## src/rtl/pc_seq_pkg.sv

```systemverilog
// Shared constants, state encoding and address helpers for the fetch-stage PC sequencer.
package pc_seq_pkg;

    localparam int XLEN = 32;
    localparam logic [XLEN-1:0] PC_STEP              = 32'h0000_0004;
    localparam logic [XLEN-1:0] DEFAULT_RESET_VECTOR = 32'h0000_0000;
    localparam logic [XLEN-1:0] DEFAULT_TRAP_VECTOR  = 32'h0000_0004;

    typedef enum logic [1:0] {
        ST_RESET = 2'b00,
        ST_RUN   = 2'b01,
        ST_REDIR = 2'b10
    } pc_state_e;

    // Redirect targets are word aligned: the two low bits are dropped.
    function automatic logic [XLEN-1:0] align_pc(input logic [XLEN-1:0] addr);
        return addr & 32'hFFFF_FFFC;
    endfunction

endpackage

```

## src/rtl/pc_sequencer_if.sv

```systemverilog
// Fetch-control bundle between the PC sequencer and the pipeline/instruction memory.
// Trap signals exist only when PC_SEQ_TRAP_EN is defined.
interface pc_sequencer_if;
    import pc_seq_pkg::*;

    logic            busyWait;
    logic            hazardStall;
    logic            branchTaken;
    logic [XLEN-1:0] branchTarget;
    logic [XLEN-1:0] PC;
    logic            pcValid;
    logic            flush;
    logic            redirectPending;
`ifdef PC_SEQ_TRAP_EN
    logic            trapReq;
    logic [XLEN-1:0] epc;
`endif

    modport master (
`ifdef PC_SEQ_TRAP_EN
        input  trapReq,
        output epc,
`endif
        input  busyWait, hazardStall, branchTaken, branchTarget,
        output PC, pcValid, flush, redirectPending
    );

    modport slave (
`ifdef PC_SEQ_TRAP_EN
        output trapReq,
        input  epc,
`endif
        output busyWait, hazardStall, branchTaken, branchTarget,
        input  PC, pcValid, flush, redirectPending
    );

endinterface

```

## src/rtl/pc_pending_redirect.sv

```systemverilog
// Holds a redirect target that arrived while instruction memory was busy.
module pc_pending_redirect
    import pc_seq_pkg::*;
(
    input  logic            clk,
    input  logic            rst,
    input  logic            load,
    input  logic            clear,
    input  logic [XLEN-1:0] load_target,
    output logic [XLEN-1:0] target,
    output logic            valid
);

    logic [XLEN-1:0] target_r;
    logic            valid_r;

    // Pending target register; a new load overrides a simultaneous clear.
    always_ff @(posedge clk) begin
        if (rst) begin
            target_r <= '0;
            valid_r  <= 1'b0;
        end else if (load) begin
            target_r <= load_target;
            valid_r  <= 1'b1;
        end else if (clear) begin
            valid_r  <= 1'b0;
        end
    end

    assign target = target_r;
    assign valid  = valid_r;

endmodule

```

## src/rtl/pc_sequencer.sv

```systemverilog
// Fetch-stage PC sequencer: increment, hold on stalls, branch redirect (deferred while busy).
// Optional trap redirect and EPC capture enabled by PC_SEQ_TRAP_EN.
module pc_sequencer
    import pc_seq_pkg::*;
#(
    parameter logic [XLEN-1:0] RESET_VECTOR = DEFAULT_RESET_VECTOR
`ifdef PC_SEQ_TRAP_EN
   ,parameter logic [XLEN-1:0] TRAP_VECTOR  = DEFAULT_TRAP_VECTOR
`endif
)(
    input  logic CLK,
    input  logic RESET,
    pc_sequencer_if.master bus
);

    pc_state_e       state_r, state_nx_s;
    logic [XLEN-1:0] pc_r, pc_nx_s;
    logic            pc_valid_r;
    logic            flush_r, flush_nx_s;
    logic            redirect_s;
    logic [XLEN-1:0] redir_target_s;
    logic            pend_load_s, pend_clear_s, pend_valid_s;
    logic [XLEN-1:0] pend_target_s;
`ifdef PC_SEQ_TRAP_EN
    logic [XLEN-1:0] epc_r, epc_nx_s;
`endif

    pc_pending_redirect u_pending (
        .clk         (CLK),
        .rst         (RESET),
        .load        (pend_load_s),
        .clear       (pend_clear_s),
        .load_target (redir_target_s),
        .target      (pend_target_s),
        .valid       (pend_valid_s)
    );

    // Next-state, next-PC and flush decision.
    always_comb begin
        state_nx_s     = state_r;
        pc_nx_s        = pc_r;
        flush_nx_s     = 1'b0;
        pend_load_s    = 1'b0;
        pend_clear_s   = 1'b0;
        redirect_s     = bus.branchTaken;
        redir_target_s = align_pc(bus.branchTarget);
`ifdef PC_SEQ_TRAP_EN
        epc_nx_s       = epc_r;
        if (bus.trapReq && (state_r != ST_RESET)) begin
            redirect_s     = 1'b1;
            redir_target_s = TRAP_VECTOR;
            epc_nx_s       = pc_r;
        end else begin
            epc_nx_s       = epc_r;
        end
`endif
        case (state_r)
            ST_RESET: begin
                state_nx_s = ST_RUN;
            end
            ST_RUN: begin
                if (redirect_s) begin
                    flush_nx_s = 1'b1;
                    if (bus.busyWait) begin
                        pend_load_s = 1'b1;
                        state_nx_s  = ST_REDIR;
                    end else begin
                        pc_nx_s     = redir_target_s;
                    end
                end else if (bus.busyWait || bus.hazardStall) begin
                    pc_nx_s = pc_r;
                end else begin
                    pc_nx_s = pc_r + PC_STEP;
                end
            end
            ST_REDIR: begin
                // A fresh redirect supersedes the latched one.
                if (redirect_s) begin
                    flush_nx_s = 1'b1;
                    if (bus.busyWait) begin
                        pend_load_s  = 1'b1;
                    end else begin
                        pc_nx_s      = redir_target_s;
                        pend_clear_s = 1'b1;
                        state_nx_s   = ST_RUN;
                    end
                end else if (bus.busyWait) begin
                    pc_nx_s = pc_r;
                end else begin
                    pc_nx_s      = pend_target_s;
                    pend_clear_s = 1'b1;
                    state_nx_s   = ST_RUN;
                end
            end
            default: begin
                state_nx_s = ST_RESET;
            end
        endcase
    end

    // State and registered outputs.
    always_ff @(posedge CLK) begin
        if (RESET) begin
            state_r    <= ST_RESET;
            pc_r       <= RESET_VECTOR;
            pc_valid_r <= 1'b0;
            flush_r    <= 1'b0;
`ifdef PC_SEQ_TRAP_EN
            epc_r      <= '0;
`endif
        end else begin
            state_r    <= state_nx_s;
            pc_r       <= pc_nx_s;
            pc_valid_r <= 1'b1;
            flush_r    <= flush_nx_s;
`ifdef PC_SEQ_TRAP_EN
            epc_r      <= epc_nx_s;
`endif
        end
    end

    assign bus.PC              = pc_r;
    assign bus.pcValid         = pc_valid_r;
    assign bus.flush           = flush_r;
    assign bus.redirectPending = pend_valid_s;
`ifdef PC_SEQ_TRAP_EN
    assign bus.epc             = epc_r;
`endif

endmodule

```

## src/flat_wrapper.sv

```systemverilog
// flat-port wrapper written by rule: the top's interface ports become plain ports
module pc_sequencer_flat import pc_seq_pkg::*;
#(
    parameter logic [XLEN-1:0] RESET_VECTOR = DEFAULT_RESET_VECTOR

)
  (CLK, RESET, bus_busyWait, bus_hazardStall, bus_branchTaken, bus_branchTarget, bus_PC, bus_pcValid, bus_flush, bus_redirectPending);
  pc_sequencer_if bus_i ();
  input  logic CLK;
  input  logic RESET;
  input wire logic [$bits(bus_i.busyWait)-1:0] bus_busyWait;
  input wire logic [$bits(bus_i.hazardStall)-1:0] bus_hazardStall;
  input wire logic [$bits(bus_i.branchTaken)-1:0] bus_branchTaken;
  input wire logic [$bits(bus_i.branchTarget)-1:0] bus_branchTarget;
  output wire logic [$bits(bus_i.PC)-1:0] bus_PC;
  output wire logic [$bits(bus_i.pcValid)-1:0] bus_pcValid;
  output wire logic [$bits(bus_i.flush)-1:0] bus_flush;
  output wire logic [$bits(bus_i.redirectPending)-1:0] bus_redirectPending;
  assign bus_i.busyWait = bus_busyWait;
  assign bus_i.hazardStall = bus_hazardStall;
  assign bus_i.branchTaken = bus_branchTaken;
  assign bus_i.branchTarget = bus_branchTarget;
  assign bus_PC = bus_i.PC;
  assign bus_pcValid = bus_i.pcValid;
  assign bus_flush = bus_i.flush;
  assign bus_redirectPending = bus_i.redirectPending;
  pc_sequencer #(.RESET_VECTOR(RESET_VECTOR)) u_core (.CLK(CLK), .RESET(RESET), .bus(bus_i));
endmodule
```

## config.mk

```make
export PLATFORM = sky130hd
export DESIGN_NAME = pc_sequencer_flat
export DESIGN_NICKNAME = d
export VERILOG_FILES = /design/src/rtl/pc_seq_pkg.sv /design/src/rtl/pc_sequencer_if.sv /design/src/rtl/pc_pending_redirect.sv /design/src/rtl/pc_sequencer.sv /design/src/flat_wrapper.sv
export SDC_FILE = /design/constraint.sdc
export NUM_CORES = 1
export LEC_CHECK = 0
export CAP_MARGIN = 5
export CELL_PAD_IN_SITES_DETAIL_PLACEMENT = 0
export CELL_PAD_IN_SITES_GLOBAL_PLACEMENT = 1
export CORE_ASPECT_RATIO = 0.7
export CORE_MARGIN = 3
export CORE_UTILIZATION = 38
export DETAILED_ROUTE_END_ITERATION = 10
export HOLD_SLACK_MARGIN = 0.06
export PLACE_DENSITY = 0.78
export SYNTH_ARGS = -nofsm -noshare
export SYNTH_HDL_FRONTEND = slang
export SYNTH_SLANG_ARGS = --single-unit
```

## constraint.sdc

```tcl
create_clock -name CLK -period 2.3 [get_ports CLK]
set_input_delay 0.46 -clock CLK [delete_from_list [all_inputs] [get_ports CLK]]
set_output_delay 0.46 -clock CLK [all_outputs]
set_load 0.01 [all_outputs]
```

==> results of run 1 <==
==> logic make-up after synthesis <==
group	after synthesis	synth area share, %
DFF	67	34.23
and+or+nand+nor	225	28.23
buffers and inverters	50	5.236
adders and majority gates	5	1.596
AOI/OAI and AO/OA	163	24.55
xor gates and xnor gates	1	0.2235
muxes	21	5.939
==> layout make-up <==
type | instances | area share (%)
clock buffers | 12 | 4.750
repair buffers | 112 | 19.82
multi-input cells | 415 | 45.77
flip-flops and latches | 67 | 25.85
well taps | 128 | 3.087
clock inverters | 3 | 0.2894
inverters | 6 | 0.4340
==> power by group <==
| part | internal, µW | total, µW | switching, µW |
|---|---|---|---|
| registers | 1370 | 1630 | 253 |
| clock network | 748 | 1270 | 523 |
| logic | 889 | 2010 | 1120 |
==> per-stage QoR <==
step,setup TNS (ns),total power (µW),util [%]
after floorplan,0,2700,-
after global routing,0,5199,52.56
after detailed placement,-0.04244,3641,49.91
after global placement,0,3595,49.91
final,0,4906,52.56
after CTS,0,4913,52.56
==> cell usage in the layout (no fill, tap or decap), drive strengths merged, types with 2 or more instances in the layout <==
cell / count
a311o: 2
nor4: 8
ha: 5
clkinv: 4
nand4: 10
a41oi: 4
nand3: 13
mux2: 15
and3: 9
o21ai: 60
nor2: 28
and2: 3
a21oi: 50
nor2b: 2
and4: 4
a22oi: 7
nand2: 131
nor3: 6
buf: 45
mux2i: 6
o22ai: 13
clkdlybuf4s50: 67
nor4b: 4
dfxtp: 67
inv: 5
o211ai: 2
a31oi: 9
clkbuf: 12
o311a: 2
o311ai: 2
==> tightest hold or removal path, stage by stage, from the launching register on <==
cell     delay, ns
dfxtp_1       0.31
nand2_1       0.05
a21oi_1       0.05
==> layer usage <==
metal | routed length (µm) | share of wire [%]
met5 | 0 | 0
met3 | 922 | 7.1
met1 | 6480 | 50
met2 | 5412 | 42
met4 | 160 | 1.2
==> final timing paths <==
path / start / depth (start not counted) / endpoint / slack, ns
max reg2reg: u_core.state_r[0] / 8 / u_core.bus.PC[14] / 0.30
max: bus_busyWait / 7 / u_core.bus.PC[25] / 0.29
min reg2reg: u_core.u_pending.target[12] / 2 / u_core.u_pending.target[12] / 0.45
min: u_core.u_pending.target[12] / 2 / u_core.u_pending.target[12] / 0.45
==> registers in the layout, summed over array words and instances, names as in the netlist <==
name and flops:
u_core.state_r 2, u_core.bus.PC 32, u_core.u_pending.target 30, u_core.u_pending.valid 1, u_core.bus.flush 1, u_core.bus.pcValid 1
==> flow_summary.toml, run 1 <==
[clocking]
path_clk_slew_ns = 0.06
cts_htree_levels = 3
cts_tree = "yes"
clock_latency_ns = 0.34
post_cts.repair.setup_buffers = 0
cts_hold_buf = 0
cts.sinks = 67
cts_max_path_buffers = 2
cts_root_buf = "clkbuf_16"
cts.repair.resized = 0
cts_buffers = 9

[route]
drt-total-wl_um = 12980
dr_total_vias = 4226
drc = 0
drtPass1Iterations = 5
drtIter0Drc = 328
routedWlPerCell_um = 17.46
antenna_left = 0
vias_per_cell = 5.688

[logic_synthesis]
yosysMostFrequentCell = "nand2_1"
syn_nets = 574
yosys_warnings = 0
synth_edf_count = 0
synth_seq_cells = 67
synth_flop_cell = "dfxtp_1"
synth_top_area_share_pct = 34.23
yosysUniqueCellTypes = 58
syn_avg_cell_area_um2 = 7.366
synthArstFlopShare_pct = 0
synth_area_um2 = 3919
synthTopCellsByCount = "nand2_1, dfxtp_1, o21ai_0"
syn_inst = 532
synth.area.top_cells = "dfxtp_1, nand2_1, o21ai_0"
yosysTopAreaCell = "dfxtp_1"
synth-seq-area-share_pct = 34.23

[grt]
first_global_vias = 3844
antenna_found_initial = 0
use_met3_pct = 5.467
grt_pass1_wl_um = 20710
grt_usage_pct = 22.66
gr-usage-met1_pct = 34.16
met2_usage_pct = 31.83
grt_overflow = 0
busiest_layer = "met1"
grt_max_degree = 42

[floorplanning]
start_util_pct = 39.70
dieArea_um2 = 11590
die_h_um = 90.97
rows = 30
ios = 72
dieWidth_um = 127.4
core-area_um2 = 9872

[setup_path]
max_stage_delay_ns = 0.52
cp_cell_sequence = "clkdlybuf4s50_1, buf_4, o21ai_0, nand4_1, a22oi_1, nor2_1, a311o_1"
crit_type = "input pin to register"
cp_num_buf_inv = 2
cp_top_family = "buffers and inverters"
crit_path_top_delay_cell = "clkdlybuf4s50_1"
path_max_fanout = 9
worstSetupStartpointType = "input pin"
endpoint_kind = "register"
critPathRequiredTime_ns = 2.52
arrival_ns = 2.23

[finish]
fill_cells = 981
seq_area_um2 = 1341
area_growth_pct = 32.41
drive_gt1_share_pct = 13.98
finalNonFillerCells = 743
finalInstanceArea_um2 = 5189
nets = 653
diodes = 0
multi_input_area_um2 = 2375

[place]
placed_cells = 728
place_area_um2 = 4927
place_ws_ns = -0.02732
gp_congestion = 0.8585
port_buffers = 69
place_hpwl_um = 9093

[timing]
fin_worst_skew_ns = 0.007510
setup_slack_ns = 0.2931
fin_crit_ns = 2.007
slew_headroom_pct = 67.13
finalHoldViolCount = 0
slew_violations = 0
tightest_slew_ns = 0.4930
hold_ws_ns = 0.4523
period_share_pct = 87.26
rsz0062_at_grt = "false"
setup_viol = 0
max_freq_mhz = 498.3

[pwr]
leakage_uw = 0.001875
peakVddDrop_uv = 458.8
powerDensity_nw_per_um2 = 945.6

[job]
maxCapViolCount = 0

[worst_hold_path]
hold_class = "register to register"

[status]
status = "completed"
Power figures use the tool's default switching activity.
==> run 2: changes to the inputs <==
--- a/config.mk
+++ b/config.mk
@@ -12,6 +12,7 @@
 export CORE_MARGIN = 3
 export CORE_UTILIZATION = 38
 export DETAILED_ROUTE_END_ITERATION = 10
+export GPL_TIMING_DRIVEN = 1
 export HOLD_SLACK_MARGIN = 0.06
 export PLACE_DENSITY = 0.78
 export SYNTH_ARGS = -nofsm -noshare
==> results of run 2 <==
No change in the layout: final DEF, timing and power equal those of run 1.
